==> src/rtl/vga_sync_decoder_if.sv <==
// Sync stream into the decoder and recovered timing back out.
interface vga_sync_decoder_if;
   logic       i_HSync;
   logic       i_VSync;
   logic       o_HSync;
   logic       o_VSync;
   logic [9:0] o_Col_Count;
   logic [9:0] o_Row_Count;
   logic       o_Locked;
   logic       o_Frame_Start;
   logic       o_Err;

   // Sync source side
   modport master (
      output i_HSync, i_VSync,
      input  o_HSync, o_VSync, o_Col_Count, o_Row_Count,
      input  o_Locked, o_Frame_Start, o_Err
   );

   // Decoder side
   modport slave (
      input  i_HSync, i_VSync,
      output o_HSync, o_VSync, o_Col_Count, o_Row_Count,
      output o_Locked, o_Frame_Start, o_Err
   );
endinterface

==> src/rtl/vga_sync_decoder.sv <==
// Recovers column/row position from H/V sync edges, checks line and frame
// timing against the nominal geometry and tracks lock.
module vga_sync_decoder #(
   parameter int unsigned TOTAL_COLS  = 800,
   parameter int unsigned TOTAL_ROWS  = 525,
   parameter int unsigned ACTIVE_COLS = 640,
   parameter int unsigned ACTIVE_ROWS = 480,
   parameter int unsigned LOCK_LINES  = 4,
   parameter int unsigned ERR_LIMIT   = 3
) (
   input  logic              i_Clk,
   input  logic              i_Rst,
   vga_sync_decoder_if.slave bus
);
   localparam int unsigned   CW        = 10;
   localparam int unsigned   GW        = $clog2(LOCK_LINES + 1);
   localparam int unsigned   EW        = $clog2(ERR_LIMIT + 1);
   localparam logic [CW-1:0] COL_LAST  = CW'(TOTAL_COLS - 1);
   localparam logic [CW-1:0] ROW_LAST  = CW'(TOTAL_ROWS - 1);
   localparam logic [GW-1:0] GOOD_LAST = GW'(LOCK_LINES - 1);
   localparam logic [EW-1:0] ERR_LAST  = EW'(ERR_LIMIT - 1);

   localparam logic [1:0] S_SEARCH = 2'd0;
   localparam logic [1:0] S_ALIGN  = 2'd1;
   localparam logic [1:0] S_LOCKED = 2'd2;

   // Reject geometries the 10-bit counters or the active window cannot represent
   if (ACTIVE_COLS > TOTAL_COLS || ACTIVE_ROWS > TOTAL_ROWS ||
       TOTAL_COLS > 1024 || TOTAL_ROWS > 1024) begin : g_bad_geometry
      $error("vga_sync_decoder: inconsistent geometry parameters");
   end

   logic          h1, h2, v1, v2;
   logic [1:0]    state, state_nxt;
   logic [CW-1:0] col, col_nxt;
   logic [CW-1:0] row, row_nxt;
   logic [GW-1:0] good_cnt, good_nxt;
   logic [EW-1:0] err_cnt, errc_nxt;
   logic          locked, locked_nxt;
   logic          frame_start, fs_nxt;
   logic          err, err_nxt;

   logic h_edge, v_edge, col_last, frame_last;
   logic line_good, line_bad, frame_good, frame_bad;

   assign h_edge     = h1 & ~h2;
   assign v_edge     = v1 & ~v2;
   assign col_last   = (col == COL_LAST);
   assign frame_last = col_last && (row == ROW_LAST);
   // A line is bad when the edge and the expected wrap point disagree
   assign line_good  = h_edge && col_last;
   assign line_bad   = h_edge ^ col_last;
   assign frame_good = v_edge && frame_last;
   assign frame_bad  = v_edge ^ frame_last;

   // Two-stage input pipeline; outputs and counts are aligned to stage two
   always_ff @(posedge i_Clk or posedge i_Rst) begin
      if (i_Rst) begin
         h1 <= 1'b0;
         h2 <= 1'b0;
         v1 <= 1'b0;
         v2 <= 1'b0;
      end else begin
         h1 <= bus.i_HSync;
         h2 <= h1;
         v1 <= bus.i_VSync;
         v2 <= v1;
      end
   end

   // State, counters and registered status outputs
   always_ff @(posedge i_Clk or posedge i_Rst) begin
      if (i_Rst) begin
         state       <= S_SEARCH;
         col         <= '0;
         row         <= '0;
         good_cnt    <= '0;
         err_cnt     <= '0;
         locked      <= 1'b0;
         frame_start <= 1'b0;
         err         <= 1'b0;
      end else begin
         state       <= state_nxt;
         col         <= col_nxt;
         row         <= row_nxt;
         good_cnt    <= good_nxt;
         err_cnt     <= errc_nxt;
         locked      <= locked_nxt;
         frame_start <= fs_nxt;
         err         <= err_nxt;
      end
   end

   // Next-state, count update and status pulses
   always_comb begin
      state_nxt = state;
      col_nxt   = col;
      row_nxt   = row;
      good_nxt  = good_cnt;
      errc_nxt  = err_cnt;
      fs_nxt    = 1'b0;
      err_nxt   = 1'b0;

      // Free-running position with edge resync; else-if prevents a double row step
      if (v_edge) begin
         col_nxt = '0;
         row_nxt = '0;
      end else if (h_edge || col_last) begin
         col_nxt = '0;
         row_nxt = (row == ROW_LAST) ? '0 : row + CW'(1);
      end else begin
         col_nxt = col + CW'(1);
      end

      case (state)
         S_SEARCH: begin
            col_nxt = '0;
            row_nxt = '0;
            if (v_edge) begin
               state_nxt = S_ALIGN;
               fs_nxt    = 1'b1;
               good_nxt  = '0;
            end
         end

         S_ALIGN: begin
            if (line_bad || frame_bad) begin
               err_nxt   = 1'b1;
               state_nxt = S_SEARCH;
               good_nxt  = '0;
               col_nxt   = '0;
               row_nxt   = '0;
            end else begin
               fs_nxt = frame_good;
               if (line_good) begin
                  if (good_cnt == GOOD_LAST) begin
                     state_nxt = S_LOCKED;
                     good_nxt  = '0;
                     errc_nxt  = '0;
                  end else begin
                     good_nxt = good_cnt + GW'(1);
                  end
               end
            end
         end

         S_LOCKED: begin
            fs_nxt = frame_good;
            if (line_bad || frame_bad) begin
               err_nxt = 1'b1;
               if (err_cnt == ERR_LAST) begin
                  state_nxt = S_SEARCH;
                  errc_nxt  = '0;
                  col_nxt   = '0;
                  row_nxt   = '0;
               end else begin
                  errc_nxt = err_cnt + EW'(1);
               end
            end else if (line_good) begin
               errc_nxt = '0;
            end
         end

         default: begin
            state_nxt = S_SEARCH;
            col_nxt   = '0;
            row_nxt   = '0;
            good_nxt  = '0;
            errc_nxt  = '0;
         end
      endcase

      locked_nxt = (state_nxt == S_LOCKED);
   end

   assign bus.o_HSync       = h2;
   assign bus.o_VSync       = v2;
   assign bus.o_Col_Count   = col;
   assign bus.o_Row_Count   = row;
   assign bus.o_Locked      = locked;
   assign bus.o_Frame_Start = frame_start;
   assign bus.o_Err         = err;
endmodule

==> src/flat_wrapper.sv <==
// flat-port wrapper written by rule: the top's interface ports become plain ports
module vga_sync_decoder_flat 
#(
   parameter int unsigned TOTAL_COLS  = 800,
   parameter int unsigned TOTAL_ROWS  = 525,
   parameter int unsigned ACTIVE_COLS = 640,
   parameter int unsigned ACTIVE_ROWS = 480,
   parameter int unsigned LOCK_LINES  = 4,
   parameter int unsigned ERR_LIMIT   = 3
)
  (i_Clk, i_Rst, bus_i_HSync, bus_i_VSync, bus_o_HSync, bus_o_VSync, bus_o_Col_Count, bus_o_Row_Count, bus_o_Locked, bus_o_Frame_Start, bus_o_Err);
  vga_sync_decoder_if bus_i ();
  input  logic i_Clk;
  input  logic i_Rst;
  input wire logic [$bits(bus_i.i_HSync)-1:0] bus_i_HSync;
  input wire logic [$bits(bus_i.i_VSync)-1:0] bus_i_VSync;
  output wire logic [$bits(bus_i.o_HSync)-1:0] bus_o_HSync;
  output wire logic [$bits(bus_i.o_VSync)-1:0] bus_o_VSync;
  output wire logic [$bits(bus_i.o_Col_Count)-1:0] bus_o_Col_Count;
  output wire logic [$bits(bus_i.o_Row_Count)-1:0] bus_o_Row_Count;
  output wire logic [$bits(bus_i.o_Locked)-1:0] bus_o_Locked;
  output wire logic [$bits(bus_i.o_Frame_Start)-1:0] bus_o_Frame_Start;
  output wire logic [$bits(bus_i.o_Err)-1:0] bus_o_Err;
  assign bus_i.i_HSync = bus_i_HSync;
  assign bus_i.i_VSync = bus_i_VSync;
  assign bus_o_HSync = bus_i.o_HSync;
  assign bus_o_VSync = bus_i.o_VSync;
  assign bus_o_Col_Count = bus_i.o_Col_Count;
  assign bus_o_Row_Count = bus_i.o_Row_Count;
  assign bus_o_Locked = bus_i.o_Locked;
  assign bus_o_Frame_Start = bus_i.o_Frame_Start;
  assign bus_o_Err = bus_i.o_Err;
  vga_sync_decoder #(.TOTAL_COLS(TOTAL_COLS), .TOTAL_ROWS(TOTAL_ROWS), .ACTIVE_COLS(ACTIVE_COLS), .ACTIVE_ROWS(ACTIVE_ROWS), .LOCK_LINES(LOCK_LINES), .ERR_LIMIT(ERR_LIMIT)) u_core (.i_Clk(i_Clk), .i_Rst(i_Rst), .bus(bus_i));
endmodule
==> config.mk <==
export PLATFORM = sky130hd
export DESIGN_NAME = vga_sync_decoder_flat
export DESIGN_NICKNAME = d
export VERILOG_FILES = /design/src/rtl/vga_sync_decoder_if.sv /design/src/rtl/vga_sync_decoder.sv /design/src/flat_wrapper.sv
export SDC_FILE = /design/constraint.sdc
export NUM_CORES = 1
export LEC_CHECK = 0
export CAP_MARGIN = 20
export CORE_UTILIZATION = 30
export DETAILED_ROUTE_END_ITERATION = 10
export DONT_BUFFER_PORTS = 1
export SLEW_MARGIN = 20
export SYNTH_ARGS = -nofsm -noshare
export SYNTH_HDL_FRONTEND = slang
export SYNTH_SLANG_ARGS = --single-unit
==> constraint.sdc <==
create_clock -name i_Clk -period 6.5 [get_ports i_Clk]
set_input_delay 1.3 -clock i_Clk [delete_from_list [all_inputs] [get_ports i_Clk]]
set_output_delay 1.3 -clock i_Clk [all_outputs]
set_load 0.01 [all_outputs]
==> results.cfg <==
[status]
status = finished, final reports clean

[sta]
fin_skew_ns = 0.00564
hold_viol_final = 0
grt_setup_unrepaired = no
fin_crit_sh_pct = 40.7
final.setup.tns_ns = 0
fin_crit_ns = 2.65
maxSlewViolCount = 0
tightest_slew_ns = 0.489
setup_violations = 0
fmax_mhz = 378
relSlewSlack_pct = 67.3

[finish]
nFillCells = 577
antenna_cells = 0
mostFrequentLayoutCell = dfrtp_1
layout_common_cells = dfrtp_1 (34), nor2_1 (24), inv_1 (15)
multiInputGateArea_um2 = 841
layout-drive-gt1-share_pct = 9.55
final_cells = 250
final_area_um2 = 1940
area_growth_pct = 10.5
fin_nets = 193
seq_area_um2 = 851

[placed_design]
port_buffers = 0
placed_area_um2 = 1850
place_hpwl_um = 2400
gp_congestion = 0.789
dp_cells = 242

[clocking]
clkTransAtPathRegs_ns = 0.07
cts_setup_buffers = 0
numClockSinks = 34
numCtsBuffers = 5
htreeDepth = 2
clock_latency_ns = 0.28
cts_resized = 0
cts_tree = built
root_buffer = clkbuf_8
cts_hold_buf = 0
cts_buffer_depth = 2

[floorplanning]
start_util_pct = 31.4
core_um2 = 5570
die_w_um = 78.4
die_h_um = 78.4
ioPinCount = 29
rows = 27
dieArea_um2 = 6150

[global_route]
grt_max_degree = 35
met1_usage_pct = 15.9
gr-total-overflow = 0
gr-usage-met2_pct = 17.5
grt_pass1_vias = 1140
grt_busiest_layer = met2
grt_pass1_wl_um = 5600
gr-usage-all-layers_pct = 12.0
antenna_found_initial = 0
grt_util_met3_pct = 4.19

[route]
wirelength_um = 3280
wire_per_inst_um = 13.1
drcViolationCount = 0
vias = 1210
drt-initial-drc-count = 27
via_per_inst = 4.84
ant_nets = 0
dr.pass1.iters = 4

[worst_setup_path]
startpoint_type = register
cp.required_ns = 6.66
reg2reg_setup_slack_ns = 3.85
arrival_ns = 2.81
path_class = reg -> reg
worst_setup_path_end_kind = register
crit_fanout = 6

[power_and_ir_drop]
combPwrFrac_pct = 16.3
p_switching_mw = 0.123
switching_share_pct = 26.9
ir_drop_mv = 0.176
p_seq_share_pct = 49.2
power.density_nw_per_um2 = 237
power.leakage_nw = 0.812
internal_power_mw = 0.335
p_clk_share_pct = 34.5

[synthesis]
ys_ff_latch = 34
syn_nets = 186
yosysSeqAreaShare_pct = 48.5
synth_cell_type_count = 36
syn_area_per_cell_um2 = 10.3
yosys_warnings = 0
synth_area_um2 = 1750
syn_inst = 170

[min_path]
min_path_type = reg -> reg

[flow_run]
maxCapViolations = 0
layout make-up:
type,count,share of cell area (%)
multi-input cells,120,43.4
clock buffers,7,4.46
well taps,72,4.65
repair buffers,1,0.388
clock inverters,1,0.258
inverters,15,2.91
flip-flops and latches,34,43.9
critical path, stage by stage (launching register included):
cell and delay, ns:
dfrtp_1 0.49, inv_1 0.11, ha_1 0.21, and4bb_2 0.22, nand4_1 0.14, nor2_1 0.06
ha_1 0.33, nor2_2 0.22, a21boi_2 0.09, a311oi_2 0.30, mux2_1 0.35
cells by family after synthesis:
logic type	Yosys count	share of synthesized area (%)
AO/OA/AOI/OAI	22	9.14
multiplexers	3	1.78
buffers and inverters	16	3.50
XOR/XNOR	16	7.99
flip-flops	34	48.5
AND/OR/NAND/NOR	67	20.5
adder cells (fa/ha/maj)	12	8.57
per-stage QoR:
step           setup WS [ns]  hold WS, ns  util, %  power [mW]
2_1_floorplan           4.09        0.355        -       0.289
3_3_place_gp            3.96        0.362     33.1       0.303
3_5_place_dp            3.86        0.366     33.1       0.305
4_1_cts                 3.85        0.377     34.7       0.467
5_1_grt                 3.65        0.378     34.7       0.488
6_report                3.85        0.374     34.7       0.459
routing by layer:
layer  share of wire (%)  vias up  wire (um)
li1                    -      592          -
met3                 4.5        4        149
met2                  44       25       1440
met1                  50      589       1650
met5                   0        -          0
met4                 1.3        0         44
state kept, by name, indices dropped and copies added (netlist names):
signal / flops
u_core.bus.o_Locked: 1
u_core.bus.o_Err: 1
u_core.bus.o_VSync: 1
u_core.bus.o_Frame_Start: 1
u_core.state: 2
u_core.bus.o_Col_Count: 10
u_core.bus.o_HSync: 1
u_core.h1: 1
u_core.bus.o_Row_Count: 10
u_core.v1: 1
u_core.err_cnt: 2
u_core.good_cnt: 3
path summary, 6_finish.rpt:
kind                                                startpoint                             to  cells after the start
setup / recovery           u_core.bus.o_Row_Count[0]$_DFF_PP0_  u_core.err_cnt[1]$_DFFE_PP0P_                     10
hold / removal                             u_core.v1$_DFF_PP0_   u_core.bus.o_VSync$_DFF_PP0_                      0
setup reg to reg           u_core.bus.o_Row_Count[0]$_DFF_PP0_  u_core.err_cnt[1]$_DFFE_PP0P_                     10
hold reg to reg                            u_core.v1$_DFF_PP0_   u_core.bus.o_VSync$_DFF_PP0_                      0
max in group asynchronous                                i_Rst  u_core.bus.o_Locked$_DFF_PP0_                      2
min in group asynchronous                                i_Rst            u_core.h1$_DFF_PP0_                      2
cell usage after synthesis, drive strengths merged:
library cell | count | area, um^2
or4 | 1 | 8.76
a21oi | 4 | 20.0
nand3 | 5 | 25.0
inv | 15 | 56.3
and4 | 1 | 8.76
a31oi | 1 | 6.26
nand4 | 5 | 31.3
a21boi | 3 | 26.3
o22ai | 2 | 12.5
buf | 1 | 5.00
nand2 | 8 | 30.0
nor4b | 1 | 8.76
a211oi | 1 | 12.5
nor2b | 4 | 25.0
nor3b | 1 | 18.8
dfrtp | 34 | 851
or3 | 1 | 6.26
xnor2 | 10 | 87.6
o211ai | 1 | 12.5
mux2 | 1 | 11.3
and4bb | 1 | 12.5
ha | 12 | 150
mux2i | 2 | 20.0
nand2b | 4 | 25.0
o21ai | 6 | 30.0
a21o | 2 | 16.3
nor2 | 25 | 96.4
xor2 | 6 | 52.6
nor3 | 6 | 30.0
nor4 | 1 | 6.26
a311oi | 1 | 15.0
a32oi | 1 | 8.76
nand4b | 3 | 26.3
power by group through the flow:
stage               clock [mW]  combinational [mW]  sequential [mW]
finish                   0.158              0.0747            0.226
global route             0.176              0.0855            0.227
CTS                      0.166              0.0753            0.226
detailed placement           0              0.0751            0.230
global placement             0              0.0737            0.230
floorplan                    0              0.0599            0.229
Power figures use the tool's default switching activity.
